<file path="src/rtl/util_regslice_hs_pkg.sv">
// Shared constants for the handshake register slice: stage mode encodings
// and an elaboration-time mode check.
package util_regslice_hs_pkg;

    localparam int REGSLICE_MODE_FULL = 0;
    localparam int REGSLICE_MODE_FWD  = 1;

    function automatic bit regslice_mode_ok(input int mode);
        return (mode == REGSLICE_MODE_FULL) || (mode == REGSLICE_MODE_FWD);
    endfunction

endpackage

</file>
<file path="src/rtl/util_regslice_hs_if.sv">
// Valid/ready streaming bundle; master drives data/valid, slave drives ready.
interface util_regslice_hs_if #(
    parameter int C_WIDTH = 32
) ();
    logic [C_WIDTH-1:0] data;
    logic               valid;
    logic               ready;

    modport master (output data, output valid, input ready);
    modport slave  (input data, input valid, output ready);
endinterface

</file>
<file path="src/rtl/util_regslice_hs_stage.sv">
// One register-slice stage: full mode is a two-entry skid buffer with a
// registered ready; forward mode registers data/valid and passes ready through.
module util_regslice_hs_stage
    import util_regslice_hs_pkg::*;
#(
    parameter int C_WIDTH = 32,
    parameter int C_MODE  = REGSLICE_MODE_FULL
) (
    input  logic               clk,
    input  logic               rst_n,
    input  logic [C_WIDTH-1:0] s_data_i,
    input  logic               s_valid_i,
    output logic               s_ready_o,
    output logic [C_WIDTH-1:0] m_data_o,
    output logic               m_valid_o,
    input  logic               m_ready_i
);

    logic               mv_q, mv_d;
    logic [C_WIDTH-1:0] md_q, md_d;
    logic               accept;

    generate
        if (C_MODE == REGSLICE_MODE_FULL) begin : g_full
            logic               kv_q, kv_d;
            logic [C_WIDTH-1:0] kd_q, kd_d;
            logic               rdy_q;

            assign accept    = s_valid_i && rdy_q;
            assign s_ready_o = rdy_q;

            // A beat only lands in the skid when main is stuck; skid is drained first.
            always_comb begin
                mv_d = mv_q;
                md_d = md_q;
                kv_d = kv_q;
                kd_d = kd_q;
                if (kv_q) begin
                    if (m_ready_i) begin
                        mv_d = 1'b1;
                        md_d = kd_q;
                        kv_d = 1'b0;
                    end
                end else if (accept) begin
                    if (mv_q && !m_ready_i) begin
                        kv_d = 1'b1;
                        kd_d = s_data_i;
                    end else begin
                        mv_d = 1'b1;
                        md_d = s_data_i;
                    end
                end else if (m_ready_i) begin
                    mv_d = 1'b0;
                end
            end

            always_ff @(posedge clk or negedge rst_n) begin
                if (!rst_n) begin
                    kv_q  <= 1'b0;
                    kd_q  <= '0;
                    rdy_q <= 1'b0;
                end else begin
                    kv_q  <= kv_d;
                    kd_q  <= kd_d;
                    rdy_q <= !kv_d;
                end
            end
        end else begin : g_fwd
            assign s_ready_o = !mv_q || m_ready_i;
            assign accept    = s_valid_i && s_ready_o;

            always_comb begin
                mv_d = mv_q;
                md_d = md_q;
                if (accept) begin
                    mv_d = 1'b1;
                    md_d = s_data_i;
                end else if (m_ready_i) begin
                    mv_d = 1'b0;
                end
            end
        end
    endgenerate

    always_ff @(posedge clk or negedge rst_n) begin
        if (!rst_n) begin
            mv_q <= 1'b0;
            md_q <= '0;
        end else begin
            mv_q <= mv_d;
            md_q <= md_d;
        end
    end

    assign m_valid_o = mv_q;
    assign m_data_o  = md_q;

endmodule

</file>
<file path="src/rtl/util_regslice_hs.sv">
// Chain of C_NUM_STAGES handshake register stages; zero stages degenerates
// to a wire-through of the stream.
module util_regslice_hs
    import util_regslice_hs_pkg::*;
#(
    parameter int C_WIDTH      = 32,
    parameter int C_NUM_STAGES = 2,
    parameter int C_MODE       = REGSLICE_MODE_FULL
) (
    input  logic                   clk,
    input  logic                   rst_n,
    util_regslice_hs_if.slave      s,
    util_regslice_hs_if.master     m
);

    generate
        if (!regslice_mode_ok(C_MODE)) begin : g_bad_mode
            $error("util_regslice_hs: illegal C_MODE %0d", C_MODE);
        end
        if (C_NUM_STAGES < 0) begin : g_bad_stages
            $error("util_regslice_hs: negative C_NUM_STAGES %0d", C_NUM_STAGES);
        end

        if (C_NUM_STAGES == 0) begin : g_bypass
            logic unused_clk_rst;
            assign unused_clk_rst = clk ^ rst_n;
            assign m.data  = s.data;
            assign m.valid = s.valid;
            assign s.ready = m.ready;
        end else if (C_NUM_STAGES > 0) begin : g_chain
            // Index i is the boundary in front of stage i; index C_NUM_STAGES is m.
            logic [C_NUM_STAGES:0][C_WIDTH-1:0] data_w;
            logic [C_NUM_STAGES:0]              valid_w;
            logic [C_NUM_STAGES:0]              ready_w;

            assign data_w[0]            = s.data;
            assign valid_w[0]           = s.valid;
            assign s.ready              = ready_w[0];
            assign m.data               = data_w[C_NUM_STAGES];
            assign m.valid              = valid_w[C_NUM_STAGES];
            assign ready_w[C_NUM_STAGES] = m.ready;

            for (genvar i = 0; i < C_NUM_STAGES; i++) begin : g_stage
                util_regslice_hs_stage #(
                    .C_WIDTH (C_WIDTH),
                    .C_MODE  (C_MODE)
                ) u_stage (
                    .clk       (clk),
                    .rst_n     (rst_n),
                    .s_data_i  (data_w[i]),
                    .s_valid_i (valid_w[i]),
                    .s_ready_o (ready_w[i]),
                    .m_data_o  (data_w[i+1]),
                    .m_valid_o (valid_w[i+1]),
                    .m_ready_i (ready_w[i+1])
                );
            end
        end
    endgenerate

endmodule

</file>
<file path="src/flat_wrapper.sv">
// flat-port wrapper written by rule: the top's interface ports become plain ports
module util_regslice_hs_flat import util_regslice_hs_pkg::*;
#(
    parameter int C_WIDTH      = 32,
    parameter int C_NUM_STAGES = 2,
    parameter int C_MODE       = REGSLICE_MODE_FULL
)
  (clk, rst_n, s_data, s_valid, s_ready, m_data, m_valid, m_ready);
  util_regslice_hs_if #(.C_WIDTH(C_WIDTH)) s_i ();
  util_regslice_hs_if #(.C_WIDTH(C_WIDTH)) m_i ();
  input  logic clk;
  input  logic rst_n;
  input wire logic [$bits(s_i.data)-1:0] s_data;
  input wire logic [$bits(s_i.valid)-1:0] s_valid;
  output wire logic [$bits(s_i.ready)-1:0] s_ready;
  output wire logic [$bits(m_i.data)-1:0] m_data;
  output wire logic [$bits(m_i.valid)-1:0] m_valid;
  input wire logic [$bits(m_i.ready)-1:0] m_ready;
  assign s_i.data = s_data;
  assign s_i.valid = s_valid;
  assign s_ready = s_i.ready;
  assign m_data = m_i.data;
  assign m_valid = m_i.valid;
  assign m_i.ready = m_ready;
  util_regslice_hs #(.C_WIDTH(C_WIDTH), .C_NUM_STAGES(C_NUM_STAGES), .C_MODE(C_MODE)) u_core (.clk(clk), .rst_n(rst_n), .s(s_i), .m(m_i));
endmodule
</file>
<file path="config.mk">
export PLATFORM = sky130hd
export DESIGN_NAME = util_regslice_hs_flat
export DESIGN_NICKNAME = d
export VERILOG_FILES = /design/src/rtl/util_regslice_hs_pkg.sv /design/src/rtl/util_regslice_hs_if.sv /design/src/rtl/util_regslice_hs_stage.sv /design/src/rtl/util_regslice_hs.sv /design/src/flat_wrapper.sv
export SDC_FILE = /design/constraint.sdc
export NUM_CORES = 1
export LEC_CHECK = 0
export CAP_MARGIN = 15
export CELL_PAD_IN_SITES_DETAIL_PLACEMENT = 1
export CELL_PAD_IN_SITES_GLOBAL_PLACEMENT = 1
export CORE_MARGIN = 3
export CORE_UTILIZATION = 45
export CTS_BUF_LIST = sky130_fd_sc_hd__clkbuf_8 sky130_fd_sc_hd__clkbuf_16
export DETAILED_ROUTE_END_ITERATION = 8
export GPL_TIMING_DRIVEN = 0
export PLACE_DENSITY = 0.8
export SYNTH_ARGS = -nofsm -noshare
export SYNTH_HDL_FRONTEND = slang
export SYNTH_HIERARCHICAL = 1
export SYNTH_SLANG_ARGS = --single-unit
</file>
<file path="constraint.sdc">
create_clock -name clk -period 4.2 [get_ports clk]
set_input_delay 0.42 -clock clk [delete_from_list [all_inputs] [get_ports clk]]
set_output_delay 0.42 -clock clk [all_outputs]
set_load 0.01 [all_outputs]
</file>
==> impl_results.md <==
* Tmin final at 1.83 ns
* Post-CTS sizing at 0
* Compound-Gate Fraction of Synth Area at 1.27%
* Antenna violations before repair at 0
* Drt pass-1 iters at 4
* Sw frac at 28.6%
* CP Launch Type: register
* Clk Latency, worst-skew pair at 0.42 ns
* Area share of and/or/nand/nor cells after synthesis at 1.78%
* Diodes inserted at 0
* Setup crit start: u_core/g_chain.g_stage[0].u_stage/s_ready_o$_DFF_PN0_
* Final hold violations at 0
* Maxcap violations at 0
* Die width at 121 um
* Adder-cell share of the synthesized area at 0%
* Crit path buf inv count at 1
* Starting density of the core at 46.4%
* LEAKAGE at 3.14 nW
* Xor/xnor share of the synthesized area at 0%
* DR WL/cell at 19.0 um
* Drt total wl at 12200 um
* Setup Viol. Count Final at 0
* P&R area growth vs syn at 26.8%
* CP endpoint kind: output port
* Placed cell areas at 6840 um^2
* Synthesis warning total at 6
* Mux cell area share after synthesis at 36.6%
* Number of buffers created by CTS at 17
* Final Util at 58.8%
* Post-synth top area cell: dfrtp_1
* Arr. time, crit path at 1.41 ns
* Layout Cells excl Fill at 642
* Synth top area cells: dfrtp_1 (57%), mux2_2 (34%), mux2_1 (3.1%)
* Worst reg-to-reg path cell count at 5
* Reg power frac at 37.5%
* Clk pin slew, worst setup/hold paths at 0.05 ns
* Layout Nets at 493
* CTS tree: done
* Multi-input logic area at 2340 um^2
* Worst-path fanout max at 3
* Reg2reg setup slack at 2.51 ns
* Int Power at 4.47 mW
* Number of remaining DRC errors at 0
* Slowest-stage cell, CP: clkdlybuf4s50_1
* Seq cells post-synth at 134
* Final hold slack at 0.0161 ns
* First-pass GRT wire length at 20300 um
* CTS Sinks at 134
* Max Freq at 547 MHz
* Antenna Nets Post-Route at 0
* Main synth FF type: dfrtp_1
* Synth top cells by count: mux2_2 (176), dfrtp_1 (134), mux2_1 (16)
* Fin crit share at 43.6%
* Hold Path Class: input pin to async pin
* Mapped Avg Cell Area at 16.0 um^2
* Number of synthesized flops with an enable pin at 0
* Max incr delay on CP at 0.57 ns
* Fill cells at 1238
* Aggregate global-route resource usage at 18.3%
* CTS Hold Bufs at 0
* Yosys top cell area share at 56.8%
* Unrepaired setup endpoints after global routing: false
* Clock root buffer: clkbuf_16
* Seq. cell area at 3350 um^2
* Critical path depth at 1
* CP required at 3.78 ns
* Cell Rows at 41
* Core footprint at 12700 um^2
* Mapped Area at 5900 um^2
* RD Place Congestion at 0.710
* Cells along the critical path: clkdlybuf4s50_1
* Routed vias at 3309
* Design Area, Final at 7480 um^2
* Sequential area share after synthesis at 56.8%
* Most frequent cell after synthesis: mux2_2
* Distinct cells, synth at 17
* Main combinational cell family by area after synthesis: multiplexers
* Port Buffers at 69
* Dpl cells at 610
* Logic pwr share at 37.0%
* P per Cell Area at 836 nW/um^2
* Largest net degree at the start of global routing at 75
* Switching power at 1.79 mW
* H-tree depth at 4
* Least-Margin Pin Slew at 0.691 ns
* Asr flop ratio synth at 100%
* Crit-path leading delay family: buffers and inverters
* Status: finished, final reports clean
* Critical path destination: s_ready
* Die H at 121 um
* Io pins at 70
* Skew final at 0.00425 ns
* Die area at 14500 um^2
* Maximum VDD drop at 0.000345 V
* Fraction of layout cells with a size suffix above 1 at 50.2%
* DR iter-0 viols at 111
* Slew Limit Fails at 0
* Worst setup path class: register to output port
* Vias/cell at 5.15
* Hpwl dp at 7960 um
* Number of global-route vias before repair at 3776
* Clk buf depth at 2
* Syn_nets at 404
* Clock power frac at 25.5%
* Cells after Synth at 368
* Slew margin rel. at 53.9%
* FF-to-FF Start: u_core/g_chain.g_stage[0].u_stage/g_full.kv_q$_DFF_PN0_
* Grt ovf at 0
* Number of setup buffers added after CTS at 0
[kinds of logic (layout without fill, tap and decap cells)]
kind of cell / count (synthesis) / after routing
DFF: 134 / 134
buffers and inverters: 22 / 124
AOI/OAI and AO/OA: 8 / 8
and+or+nand+nor: 12 / 12
muxes: 192 / 192
[how the worst min path moves through the flow]
stage,cells past startpoint,startpoint,slack [ns],to
after floorplan,0,rst_n,0.12,u_core/g_chain.g_stage[0].u_stage/g_full.kd_q[0]$_DFFE_PN0P_
after detailed placement,1,register,0.47,register
after global routing,1,rst_n,0.06,u_core/g_chain.g_stage[0].u_stage/g_full.kd_q[5]$_DFFE_PN0P_
after CTS,1,rst_n,0.03,u_core/g_chain.g_stage[0].u_stage/g_full.kd_q[4]$_DFFE_PN0P_
after global placement,1,u_core/g_chain.g_stage[0].u_stage/g_full.kd_q[6]$_DFFE_PN0P_,0.46,u_core/g_chain.g_stage[0].u_stage/g_full.kd_q[6]$_DFFE_PN0P_
final,1,rst_n,0.02,u_core/g_chain.g_stage[0].u_stage/g_full.kd_q[4]$_DFFE_PN0P_
[metal layers]
| layer | global-route usage (%) | part of all wire (%) | up-vias | wire length (um) |
|---|---|---|---|---|
| met1 | 23.2 | 45 | 1722 | 5450 |
| met5 | 0 | 0 | - | 0 |
| met4 | 7.01 | 1.4 | 0 | 176 |
| met3 | 4.86 | 3.7 | 14 | 448 |
| met2 | 30.0 | 50 | 65 | 6110 |
| li1 | - | - | 1508 | - |
[stage by stage]
| stage | setup WS, ns | power [mW] | TNS, ns |
|---|---|---|---|
| floorplan | 2.70 | 3.86 | 0 |
| global placement | -2.51 | 4.54 | -334.88 |
| detailed placement | 2.13 | 4.69 | 0 |
| CTS | 2.34 | 6.35 | 0 |
| global route | 2.32 | 6.65 | 0 |
| finish | 2.37 | 6.25 | 0 |
[flip-flops by register name, indices dropped and copies added, names as in the netlist]
name	flops
u_core/g_chain.g_stage.u_stage/g_full.kd_q	64
u_core/g_chain.g_stage.u_stage/g_full.kv_q	2
u_core/g_chain.g_stage.u_stage/m_data_o	64
u_core/g_chain.g_stage.u_stage/m_valid_o	2
u_core/g_chain.g_stage.u_stage/s_ready_o	2
[final cells by class]
| class | instances | share of cell area (%) |
|---|---|---|
| plain buffers | 20 | 2.64 |
| multi-input cells | 212 | 31.3 |
| well taps | 172 | 2.88 |
| inverters | 2 | 0.100 |
| repair buffers | 70 | 9.62 |
| flip-flops and latches | 134 | 44.8 |
| clock buffers | 22 | 6.61 |
| clock inverters | 10 | 2.01 |
[placed cells by master (no fill, tap or decap), drive strengths merged, types with 3 or more instances in the layout]
master and count:
mux2 192, dfrtp 134, clkdlybuf4s50 68, clkbuf 22, buf 22, a21oi 6
inv 4, bufinv 4, clkinv 3
[power groups by stage]
stage	clock network, mW	registers, mW	logic (mW)
2_1_floorplan	0	2.32	1.54
3_3_place_gp	0	2.29	2.25
3_5_place_dp	0	2.36	2.33
4_1_cts	1.63	2.35	2.36
5_1_grt	1.70	2.44	2.51
6_report	1.59	2.35	2.31
(Power assumes the default switching activity.)
==> patch: new RTL, config.mk and constraints unchanged <==
`C_WIDTH` is set to 32 in 4 places; all go to 36.
--- a/src/rtl/util_regslice_hs_if.sv
+++ b/src/rtl/util_regslice_hs_if.sv
@@ -1,6 +1,6 @@
 // Valid/ready streaming bundle; master drives data/valid, slave drives ready.
 interface util_regslice_hs_if #(
-    parameter int C_WIDTH = 32
+    parameter int C_WIDTH = 36
 ) ();
     logic [C_WIDTH-1:0] data;
     logic               valid;
--- a/src/rtl/util_regslice_hs_stage.sv
+++ b/src/rtl/util_regslice_hs_stage.sv
@@ -3,7 +3,7 @@
 module util_regslice_hs_stage
     import util_regslice_hs_pkg::*;
 #(
-    parameter int C_WIDTH = 32,
+    parameter int C_WIDTH = 36,
     parameter int C_MODE  = REGSLICE_MODE_FULL
 ) (
     input  logic               clk,
--- a/src/rtl/util_regslice_hs.sv
+++ b/src/rtl/util_regslice_hs.sv
@@ -3,7 +3,7 @@
 module util_regslice_hs
     import util_regslice_hs_pkg::*;
 #(
-    parameter int C_WIDTH      = 32,
+    parameter int C_WIDTH      = 36,
     parameter int C_NUM_STAGES = 2,
     parameter int C_MODE       = REGSLICE_MODE_FULL
 ) (
--- a/src/flat_wrapper.sv
+++ b/src/flat_wrapper.sv
@@ -1,7 +1,7 @@
 // flat-port wrapper written by rule: the top's interface ports become plain ports
 module util_regslice_hs_flat import util_regslice_hs_pkg::*;
 #(
-    parameter int C_WIDTH      = 32,
+    parameter int C_WIDTH      = 36,
     parameter int C_NUM_STAGES = 2,
     parameter int C_MODE       = REGSLICE_MODE_FULL
 )
Interface: changed (resized m_data and s_data); port bits go from 70 to 78. No check against the original RTL was run, so the function may have changed too.
==> patch against the original RTL <==
  * Maximum frequency fell by 3.5%
  * Synthesized area rose by 9.7%
  * Sequential cell count rose by 16
  * Count of clock-buffer cells in the layout fell by 1
  * Wire length rose by 17%
  * Power rose by 6.6%
  * Critical endpoint is now u_core/g_chain.g_stage[1].u_stage/m_data_o[9]
  * Largest power group unchanged
  * Setup slack got worse by 0.067 ns
  * Final area rose by 8.5%
==> patch: results (changes against the original RTL) <==
- Status: finished, final reports clean (unchanged).
- The synthesized netlist cell count is 410 (was 368).
- The quantity of hold-fixing buffers added after cts is 1 (was 0).
- The final clock skew is 0.00709 ns (was 0.00425 ns).
- The worst min-delay path category is flop to flop (was primary input to async pin).
- The minimum setup slack in the final design is 2.30 ns (was 2.37 ns).
- The pin count of the biggest net entering global routing is 92 (was 75).
- The worst vdd rail ir drop is 0.000399 V (was 0.000345 V).
- The total number of vias is 3,714 (was 3,309).
- The placed cell count is 668 (was 610).
- The placer congestion estimate was 0.711 (was 0.710).
- The part of the total power dissipated in the clock network was 0.234 (was 0.255).
- The area after detailed placement is 0.00750 mm^2 (was 0.00684 mm^2).
- The post-layout instance count excluding filler cells is 700 (was 642).
- The overall routing resource usage is 0.192 (was 0.183).
- The via count of the first global-routing pass came to 4,369 (was 3,776).
- The worst hold slack was 0.487 ns (was 0.0161 ns).
- The sequential-cell power consumption is 2.63 mW (was 2.35 mW).
- Leading cell types by count after synthesis: 170 x mux2_2, 150 x dfrtp_1, 46 x mux2_1 (was 176 x mux2_2, 134 x dfrtp_1, 16 x mux2_1).
- The number of cell instances on the worst register-to-register path is 4 (was 5).
- The switching share of power came to 0.299 (was 0.286).
- The category of cells accounting for the largest share of critical-path delay was compound AO/OA/AOI/OAI gates (was buffers and inverters).
- The footprint of the flip-flops and latches is 0.00375 mm^2 (was 0.00335 mm^2).
- The count of routing violations after the opening detailed-route iteration is 146 (was 111).
- The filler cell count is 1,308 (was 1,238).
- The final HPWL from detailed placement was 9190 um (was 7960 um).
- The critical setup path kind is flop to flop (was flop to output pin).
- The number of input and output port buffers inserted is 77 (was 69).
- The final net count was 548 (was 493).
[patch: changes by cell type after synthesis, sizes merged]
cell | unedited run | this run
clkbuf | 0 | 4
mux2 | 192 | 216
dfrtp | 134 | 150
buf | 20 | 18
[patch: final cells by class]
| class | count | area share |
|---|---|---|
| Tap cell | 180 | 0.0277 |
| Inverter | 2 | 0.000925 |
| Sequential cell | 150 | 0.462 |
| Timing Repair Buffer | 79 | 0.0997 |
| Multi-Input combinational cell | 236 | 0.316 |
| Clock inverter | 10 | 0.0157 |
| Buffer | 22 | 0.0182 |
| Clock buffer | 21 | 0.0592 |
[patch: metal layers]
layer  wire [um]  vias up  global-route usage
met1        6060     1968               0.233
met4         145        0              0.0568
met3         410       13              0.0496
met2        7600       63               0.339
li1            -     1670                   -
met5           0        -                   0
[patch: cells by family after synthesis]
kind of cell,count (synthesis),share of synthesized area
mux,216,0.376
flops,150,0.580
buf+inv,24,0.0240
simple gates,12,0.0100
compound gates,8,0.0104
